[src/rtl/router_pkt_src.sv]
// router_pkt_src
//
// Packet source sitting directly in front of a 3-port router input. A host
// fills a small payload buffer word by word, then issues a send command. The
// block serialises header, payload and parity onto the router's
// pkt_valid/data_out pins. While the router reports busy, every output holds
// its value, so no word is lost or duplicated.
//
// Ports:
//   clock      - single clock, all state on the rising edge
//   reset      - asynchronous, active-high; clears all state immediately
//   wr_en      - append wr_data to the payload buffer (IDLE only)
//   wr_data    - payload word
//   send       - start a packet (level, sampled every cycle in IDLE)
//   dest       - destination port 0..2, sampled together with send
//   busy       - router busy; stalls the packet while high
//   pkt_valid  - to router pkt_valid (high for header and payload)
//   data_out   - to router data_in (header, payload, parity, else 0)
//   active     - a packet is in progress (state is not IDLE)
//   wr_full    - buffer holds DEPTH words
//   word_cnt   - number of words currently buffered
//   done       - one-cycle pulse once the packet is fully handed over
//   reject     - one-cycle pulse when a send is refused
module router_pkt_src #(
  parameter int DW    = 3,
  parameter int DEPTH = 16,
  parameter int CW    = $clog2(DEPTH) + 1
) (
  input  logic          clock,
  input  logic          reset,
  input  logic          wr_en,
  input  logic [DW-1:0] wr_data,
  input  logic          send,
  input  logic [1:0]    dest,
  input  logic          busy,
  output logic          pkt_valid,
  output logic [DW-1:0] data_out,
  output logic          active,
  output logic          wr_full,
  output logic [CW-1:0] word_cnt,
  output logic          done,
  output logic          reject
);

  localparam int AW = (DEPTH > 1) ? $clog2(DEPTH) : 1;

  typedef enum logic [2:0] {
    S_IDLE,
    S_HEADER,
    S_PAYLOAD,
    S_PARITY,
    S_DONE
  } state_t;

  state_t        state_q, state_d;
  logic [CW-1:0] word_cnt_q, word_cnt_d;
  logic [CW-1:0] len_q, len_d;
  logic [AW-1:0] rd_ptr_q, rd_ptr_d;
  logic [DW-1:0] parity_q, parity_d;
  logic          pkt_valid_q, pkt_valid_d;
  logic [DW-1:0] data_out_q, data_out_d;
  logic          done_q, done_d;
  logic          reject_q, reject_d;
  logic          wr_full_q, wr_full_d;

  // Payload buffer. No reset: contents are only meaningful below word_cnt.
  logic [DW-1:0] mem_q [DEPTH];
  logic          mem_we;
  logic          mem_rd;
  logic [AW-1:0] mem_raddr;
  logic [DW-1:0] hdr_word;

  always_comb begin
    state_d     = state_q;
    word_cnt_d  = word_cnt_q;
    len_d       = len_q;
    rd_ptr_d    = rd_ptr_q;
    parity_d    = parity_q;
    pkt_valid_d = pkt_valid_q;
    data_out_d  = data_out_q;
    done_d      = 1'b0;
    reject_d    = 1'b0;
    mem_we      = 1'b0;
    mem_rd      = 1'b0;
    mem_raddr   = rd_ptr_q;
    hdr_word      = '0;
    hdr_word[1:0] = dest;

    unique case (state_q)
      S_IDLE: begin
        pkt_valid_d = 1'b0;
        data_out_d  = '0;
        // send wins over a simultaneous write; the write is discarded.
        if (send) begin
          if ((word_cnt_q != '0) && (dest != 2'd3)) begin
            state_d     = S_HEADER;
            len_d       = word_cnt_q;
            rd_ptr_d    = '0;
            parity_d    = hdr_word;
            pkt_valid_d = 1'b1;
            data_out_d  = hdr_word;
          end else begin
            reject_d = 1'b1;
          end
        end else if (wr_en && (word_cnt_q < CW'(DEPTH))) begin
          mem_we     = 1'b1;
          word_cnt_d = word_cnt_q + 1'b1;
        end
      end

      S_HEADER: begin
        if (!busy) begin
          // Header accepted: fetch the first payload word into data_out.
          state_d   = S_PAYLOAD;
          mem_rd    = 1'b1;
          mem_raddr = rd_ptr_q;
        end
      end

      S_PAYLOAD: begin
        if (!busy) begin
          // data_out_q always holds mem[rd_ptr] here, so the word being
          // handed over is folded into the parity without a second read.
          parity_d = parity_q ^ data_out_q;
          if (CW'(rd_ptr_q) == (len_q - CW'(1))) begin
            state_d     = S_PARITY;
            pkt_valid_d = 1'b0;
            data_out_d  = parity_q ^ data_out_q;
          end else begin
            rd_ptr_d  = rd_ptr_q + 1'b1;
            mem_rd    = 1'b1;
            mem_raddr = rd_ptr_q + 1'b1;
          end
        end
      end

      S_PARITY: begin
        if (!busy) begin
          state_d     = S_DONE;
          pkt_valid_d = 1'b0;
          data_out_d  = '0;
          done_d      = 1'b1;
          word_cnt_d  = '0;
        end
      end

      S_DONE: begin
        state_d     = S_IDLE;
        pkt_valid_d = 1'b0;
        data_out_d  = '0;
      end

      default: begin
        state_d     = S_IDLE;
        pkt_valid_d = 1'b0;
        data_out_d  = '0;
      end
    endcase

    wr_full_d = (word_cnt_d == CW'(DEPTH));
  end

  always_ff @(posedge clock or posedge reset) begin
    if (reset) begin
      state_q     <= S_IDLE;
      word_cnt_q  <= '0;
      len_q       <= '0;
      rd_ptr_q    <= '0;
      parity_q    <= '0;
      pkt_valid_q <= 1'b0;
      data_out_q  <= '0;
      done_q      <= 1'b0;
      reject_q    <= 1'b0;
      wr_full_q   <= 1'b0;
    end else begin
      state_q     <= state_d;
      word_cnt_q  <= word_cnt_d;
      len_q       <= len_d;
      rd_ptr_q    <= rd_ptr_d;
      parity_q    <= parity_d;
      pkt_valid_q <= pkt_valid_d;
      done_q      <= done_d;
      reject_q    <= reject_d;
      wr_full_q   <= wr_full_d;
      // Registered buffer read lands directly in the output register.
      if (mem_rd) begin
        data_out_q <= mem_q[mem_raddr];
      end else begin
        data_out_q <= data_out_d;
      end
    end
  end

  always_ff @(posedge clock) begin
    if (mem_we) begin
      mem_q[word_cnt_q[AW-1:0]] <= wr_data;
    end
  end

  assign pkt_valid = pkt_valid_q;
  assign data_out  = data_out_q;
  assign active    = (state_q != S_IDLE);
  assign wr_full   = wr_full_q;
  assign word_cnt  = word_cnt_q;
  assign done      = done_q;
  assign reject    = reject_q;

endmodule

[config.mk]
export PLATFORM = sky130hd
export DESIGN_NAME = router_pkt_src
export DESIGN_NICKNAME = d
export VERILOG_FILES = /design/src/rtl/router_pkt_src.sv
export SDC_FILE = /design/constraint.sdc
export NUM_CORES = 1
export LEC_CHECK = 0
export BUFFER_PORTS_ARGS = -buffer_cell sky130_fd_sc_hd__buf_2
export CORE_ASPECT_RATIO = 2
export CORE_MARGIN = 10
export CORE_UTILIZATION = 61
export CTS_BUF_LIST = sky130_fd_sc_hd__clkbuf_16
export CTS_CLUSTER_DIAMETER = 60
export CTS_CLUSTER_SIZE = 20
export DETAILED_ROUTE_END_ITERATION = 7
export HOLD_SLACK_MARGIN = 0.12
export PLACE_DENSITY = 0.86
export SYNTH_ARGS = -nofsm -noshare
export SYNTH_HDL_FRONTEND = slang
export SYNTH_SLANG_ARGS = --single-unit
[constraint.sdc]
create_clock -name clock -period 3.4 [get_ports clock]
set_input_delay 0.17 -clock clock [delete_from_list [all_inputs] [get_ports clock]]
set_output_delay 0.17 -clock clock [all_outputs]
set_load 0.03 [all_outputs]
---- Yosys cells after proc, flatten, opt, wreduce, memory -nomap -nowiden ----
Memories as Yosys holds them, arrays and structs flattened.
Index checks and enable logic that the tools add are counted.
storage, ports and cells
  register bits after elaboration ......... 27
  bits in writable memories ............... 48
  memories kept ........................... 1
memory list
  memory  depth  bits a word  rd ports  clocked after memory_dff  wr ports  RTL line  text
  mem_q   16     3            1         0                         1         67        logic [DW-1:0] mem_q [DEPTH];
cells by class
  $add $sub $neg .......................... 3
  $lt $le $gt $ge ......................... 1
  equality and inequality tests ........... 16
  multiplexer cells ....................... 47
  bitwise logic cells ..................... 2
  reduce and logical (&&, ||, !) cells .... 12
operator list
  cell                   number
  $mux W3                13
  $pmux W3 S4            2
  $mux W4                5
  $mux W1                17
  $ne A2 B2 Y1 const B   8
  $mux W5                3
  $reduce_and A4 Y1      3
  $pmux W5 S2            1
  $ne A3 B3 Y1 const B   3
  $pmux W4 S2            1
  $eq A3 B2 Y1 const B   2
  $pmux W3 S2            1
  $reduce_and A3 Y1      2
  $reduce_and A6 Y1      1
  $add A5 B1 Y5 const B  1
  $eq A4 B5 Y1           1
  $eq A5 B5 Y1 const B   1
  $lt A5 B5 Y1 const B   1
  $reduce_bool A5 Y1     1
  $sub A5 B1 Y5 const B  1
  $add A4 B1 Y4 const B  1
  $mux W2                2
  $pmux W1 S4            1
  $eq A3 B1 Y1 const B   1
  other kinds (7)        8

---- Depth between registers and ports, before layout ----
  depth in word-level cells ............... 7
  mapped depth ............................ 12

---- Worst setup path before layout ----
OpenSTA, ideal clock, no wires.
  path type ............................... flip-flop to flip-flop
  start point ............................. register len_q[0]
  end point ............................... register data_out_q[0] (netlist: data_out[0])
  setup time .............................. 0.132 ns
  arrival ................................. 2.393 ns
  slack ................................... 0.876 ns
  stages on the path, launching flop included .. 13
  path buffers ............................ 2
  clock period less this slack ............ 2.524 ns
  path through ............................ dfrtp_1 > buf_6 > inv_1 > ha_1 > and4bb_1 > a22oi_2 > a211o_4 > o311ai_4 > buf_8 > mux2i_1 > a22oi_1 > a31oi_1 > nor3_2
on the way
  longest elaborated chain between the ends .. 7
  elaborated cells on any way between the ends .. 15
ends and longest elaborated chain
  item                                                 RTL line  text
  start: declaration                                   57        logic [CW-1:0] len_q, len_d;
  start signal: assignment                             178       len_q <= len_d;
  $sub A5 B1 Y5 (*)                                    125       if (CW'(rd_ptr_q) == (len_q - CW'(1))) begin
  $eq A4 B5 Y1 (*)                                     125
  $mux W4 / $mux W1 (equally long branches)            --
  $mux W4 / $mux W1 (equally long branches)            121       if (!busy) begin
  $mux W4 / $pmux W1 S2 (equally long branches)        --
  $mem_v2 Z16 W3 (tied with other cells)               --
  $mux W3 / $reduce_and A4 Y1 (equally long branches)  --
  end signal: assignment                               187       data_out_q <= mem_q[mem_raddr];
  end signal: assignment                               189       data_out_q <= data_out_d;
  end: declaration                                     61        logic [DW-1:0] data_out_q, data_out_d;
Mark *: on every way between the ends. The rest lies on a longest branch, timed or not.
A chain may end at the register's enable or synchronous reset.

---- Worst setup path in the final report ----
  start point ............................. register len_q[0]
  end point ............................... register data_out_q[2] (netlist: data_out[2])
Same word-level chain as after synthesis.

==> impl_metrics.env <==
export IMPL_status="finished clean"
export IMPL_drt_first_pass_iters=5
export IMPL_dpl_cell_area_um2=4160
export IMPL_fin_util_pct=70.7
export IMPL_period_needed_ns=3.06
export IMPL_start_util_pct=63.1
export IMPL_port_buffers=22
export IMPL_drv_slew=0
export IMPL_dieArea_um2=10400
export IMPL_regToRegStartpoint="len_q[0]"
export IMPL_worstPathArrival_ns=3.26
export IMPL_fp_coreArea_um2=6310
export IMPL_totalWireLength_mm=9.48
export IMPL_place_hpwl_mm=6.95
export IMPL_max_freq_mhz=327
export IMPL_synth_top_area_share_pct=36.2
export IMPL_yosysTopAreaCell="edfxtp_1"
export IMPL_irDropWorstVdd_mv=0.466
export IMPL_finalSetupTns_ns=0
export IMPL_worstPathRequired_ns=3.60
export IMPL_min_path_type="input port to async pin"
export IMPL_syn_avg_cell_area_um2=11.8
export IMPL_dieWidth_um=77.1
export IMPL_clock_sinks=75
export IMPL_antenna_found_initial=0
export IMPL_ios=23
export IMPL_clock_root_buffer="clkbuf_16"
export IMPL_drc=0
export IMPL_synth_edff_count=48
export IMPL_hold_viol=0
export IMPL_synth_cells=337
export IMPL_syn_to_final_growth_pct=12.0
export IMPL_cts_tree="done"
export IMPL_grt_max_degree=28
export IMPL_htree_levels=3
export IMPL_synth_net_count=353
export IMPL_worstPathMaxFanout=10
export IMPL_ant_nets=0
export IMPL_layout_commonest_cell="edfxtp_1"
export IMPL_drive_above_1_share_pct=19.2
export IMPL_slew_headroom_pct=29.1
export IMPL_power_density_nw_per_um2=836
export IMPL_vias=2929
export IMPL_grt_first_pass_wirelength_mm=15.4
export IMPL_gp_congestion=0.934
export IMPL_yosysSeqAreaShare_pct=53.1
export IMPL_nNetsFinal=376
export IMPL_fin_crit_sh_pct=89.9
export IMPL_die_h_um=134
export IMPL_fp_row_count=41
export IMPL_track_usage_pct=19.0
export IMPL_synth_area_um2=3980
export IMPL_path_clk_slew_ns=0.06
export IMPL_postCtsSetupBuffers=0
export IMPL_postSynth_asyncResetShare_pct=36.0
export IMPL_crit_path_start="len_q[0]"
export IMPL_critPathKind="flip-flop to flip-flop"
export IMPL_clock_skew_ns=0.00653
export IMPL_maxCapViolCount=0
export IMPL_rsz0062_at_grt="no"
export IMPL_cp_end_kind="flip-flop"
export IMPL_cellLeakagePower_nw=1.67
export IMPL_synth_flop_cell="edfxtp_1"
export IMPL_grt_pass1_vias=2974
export IMPL_drt_wirelength_per_cell_um=21.0
export IMPL_clock_path_buffers=2
export IMPL_antenna_cells=0
export IMPL_tightest_slew_ns=1.06
export IMPL_synth_seq_cells=75
export IMPL_viasPerCell=6.49
export IMPL_final_cell_mix="edfxtp_1, nor2_1, dfrtp_1"
export IMPL_grt_overflow=0
export IMPL_cts_made_buffers=9
export IMPL_ys_warnings_count=0
export IMPL_synth_area_leaders="edfxtp_1, dfrtp_1, mux4_2, mux2i_1, o21ai_0"
export IMPL_drt_initial_drc_count=346
export IMPL_fill_cells=439
export IMPL_startpoint_type="flip-flop"
export IMPL_finalInstanceArea_um2=4460
export IMPL_clock_latency_ns=0.33
export IMPL_synth_cell_types=60
export IMPL_setup_violations=0
-- power by group --
part	leakage, nW	internal, mW	switching [mW]
combinational	0.732	0.643	0.927
clock	0.151	0.565	0.345
sequential	0.787	1.08	0.170
total	1.67	2.29	1.44
-- flip-flops by register name, summed over array words and instances (netlist names) --
signal,flops
parity_q,3
data_out,3
len_q,5
mem_q,48
done,1
wr_full,1
state_q,3
reject,1
pkt_valid,1
rd_ptr_q,4
word_cnt,5
-- what timing repair did --
item	in CTS	in global routing
resized for setup	0	0
endpoints found under the hold margin	1	0
hold buffers	1	0
endpoints found under the setup margin	0	0
-- Yosys cell counts, types with 3 or more instances --
| cell type | instances |
|---|---|
| a211oi_1 | 3 |
| a21oi_1 | 15 |
| a22oi_1 | 3 |
| a31oi_1 | 3 |
| and2_1 | 4 |
| buf_2 | 4 |
| clkbuf_1 | 8 |
| dfrtp_1 | 27 |
| edfxtp_1 | 48 |
| ha_1 | 6 |
| inv_1 | 15 |
| mux2_2 | 3 |
| mux2i_1 | 15 |
| mux4_2 | 12 |
| nand2_1 | 24 |
| nand2b_1 | 6 |
| nand3_1 | 5 |
| nor2_1 | 29 |
| nor2b_1 | 3 |
| nor3_1 | 8 |
| nor3_2 | 3 |
| nor3b_1 | 6 |
| nor4_1 | 3 |
| nor4b_1 | 4 |
| o211ai_1 | 4 |
| o21ai_0 | 24 |
| o21ai_1 | 4 |
| o22ai_1 | 3 |
| xnor2_1 | 6 |
| xor2_1 | 3 |
-- per-layer routing --
| layer | track usage, % | vias up | wire, um |
|---|---|---|---|
| met1 | 17.9 | 1430 | 3260 |
| met2 | 34.5 | 139 | 5090 |
| met4 | 13.8 | 0 | 654 |
| met5 | 0 | - | 0 |
| li1 | - | 1316 | - |
| met3 | 4.22 | 44 | 468 |
-- critical path: stages (launching register included) --
cell and delay [ns]:
dfrtp_1 0.50, inv_1 0.10, ha_1 0.31, xor2_1 0.21, inv_1 0.09, a211o_4 0.32, o311ai_4 0.42, buf_4 0.27
mux2i_1 0.20, a22oi_1 0.10, a31oi_1 0.32, a211oi_2 0.08
-- path summary, 6_finish.rpt --
check	cells past startpoint	slack [ns]	end
hold / removal	2	0.09	done
hold reg to reg	1	0.47	pkt_valid
setup / recovery	11	0.34	data_out[2]
min in group clock	3	0.23	parity_q[1]
setup reg to reg	11	0.34	data_out[2]
max in group asynchronous	2	2.66	data_out[2]
-- cell families (layout without fill, tap and decap cells) --
group                    Yosys count  count (layout)  share of synthesized area (%)
AO/OA/AOI/OAI                     77              77                           13.1
XOR/XNOR                          10              10                           2.39
adder cells (fa/ha/maj)            6               6                           1.88
buffers and inverters             32              60                           3.71
flip-flops                        75              75                           53.1
multiplexers                      30              30                           11.4
AND/OR/NAND/NOR                  107             107                           14.4
-- metrics by stage --
step / setup WS, ns / hold WS (ns) / total power [mW] / instances
3_5_place_dp: 0.346 / 0.439 / 2.80 / 434
5_1_grt: 0.138 / 0.163 / 3.95 / 451
4_1_cts: 0.359 / 0.123 / 3.73 / 451
2_1_floorplan: 0.876 / 0.223 / 2.46 / 337
6_report: 0.344 / 0.0942 / 3.73 / 451
3_3_place_gp: 0.444 / 0.421 / 2.75 / 434
-- cell type report --
| cell class | count | area [um^2] | area share, % |
|---|---|---|---|
| multi-input combinational | 230 | 1720 | 38.5 |
| clock inverter | 7 | 70.1 | 1.57 |
| timing repair buffer | 29 | 165 | 3.70 |
| inverter | 15 | 56.3 | 1.26 |
| sequential | 75 | 2120 | 47.5 |
| clock buffer | 9 | 225 | 5.05 |
| tap | 86 | 108 | 2.41 |
Note: power is estimated with default switching activity, not from simulation.
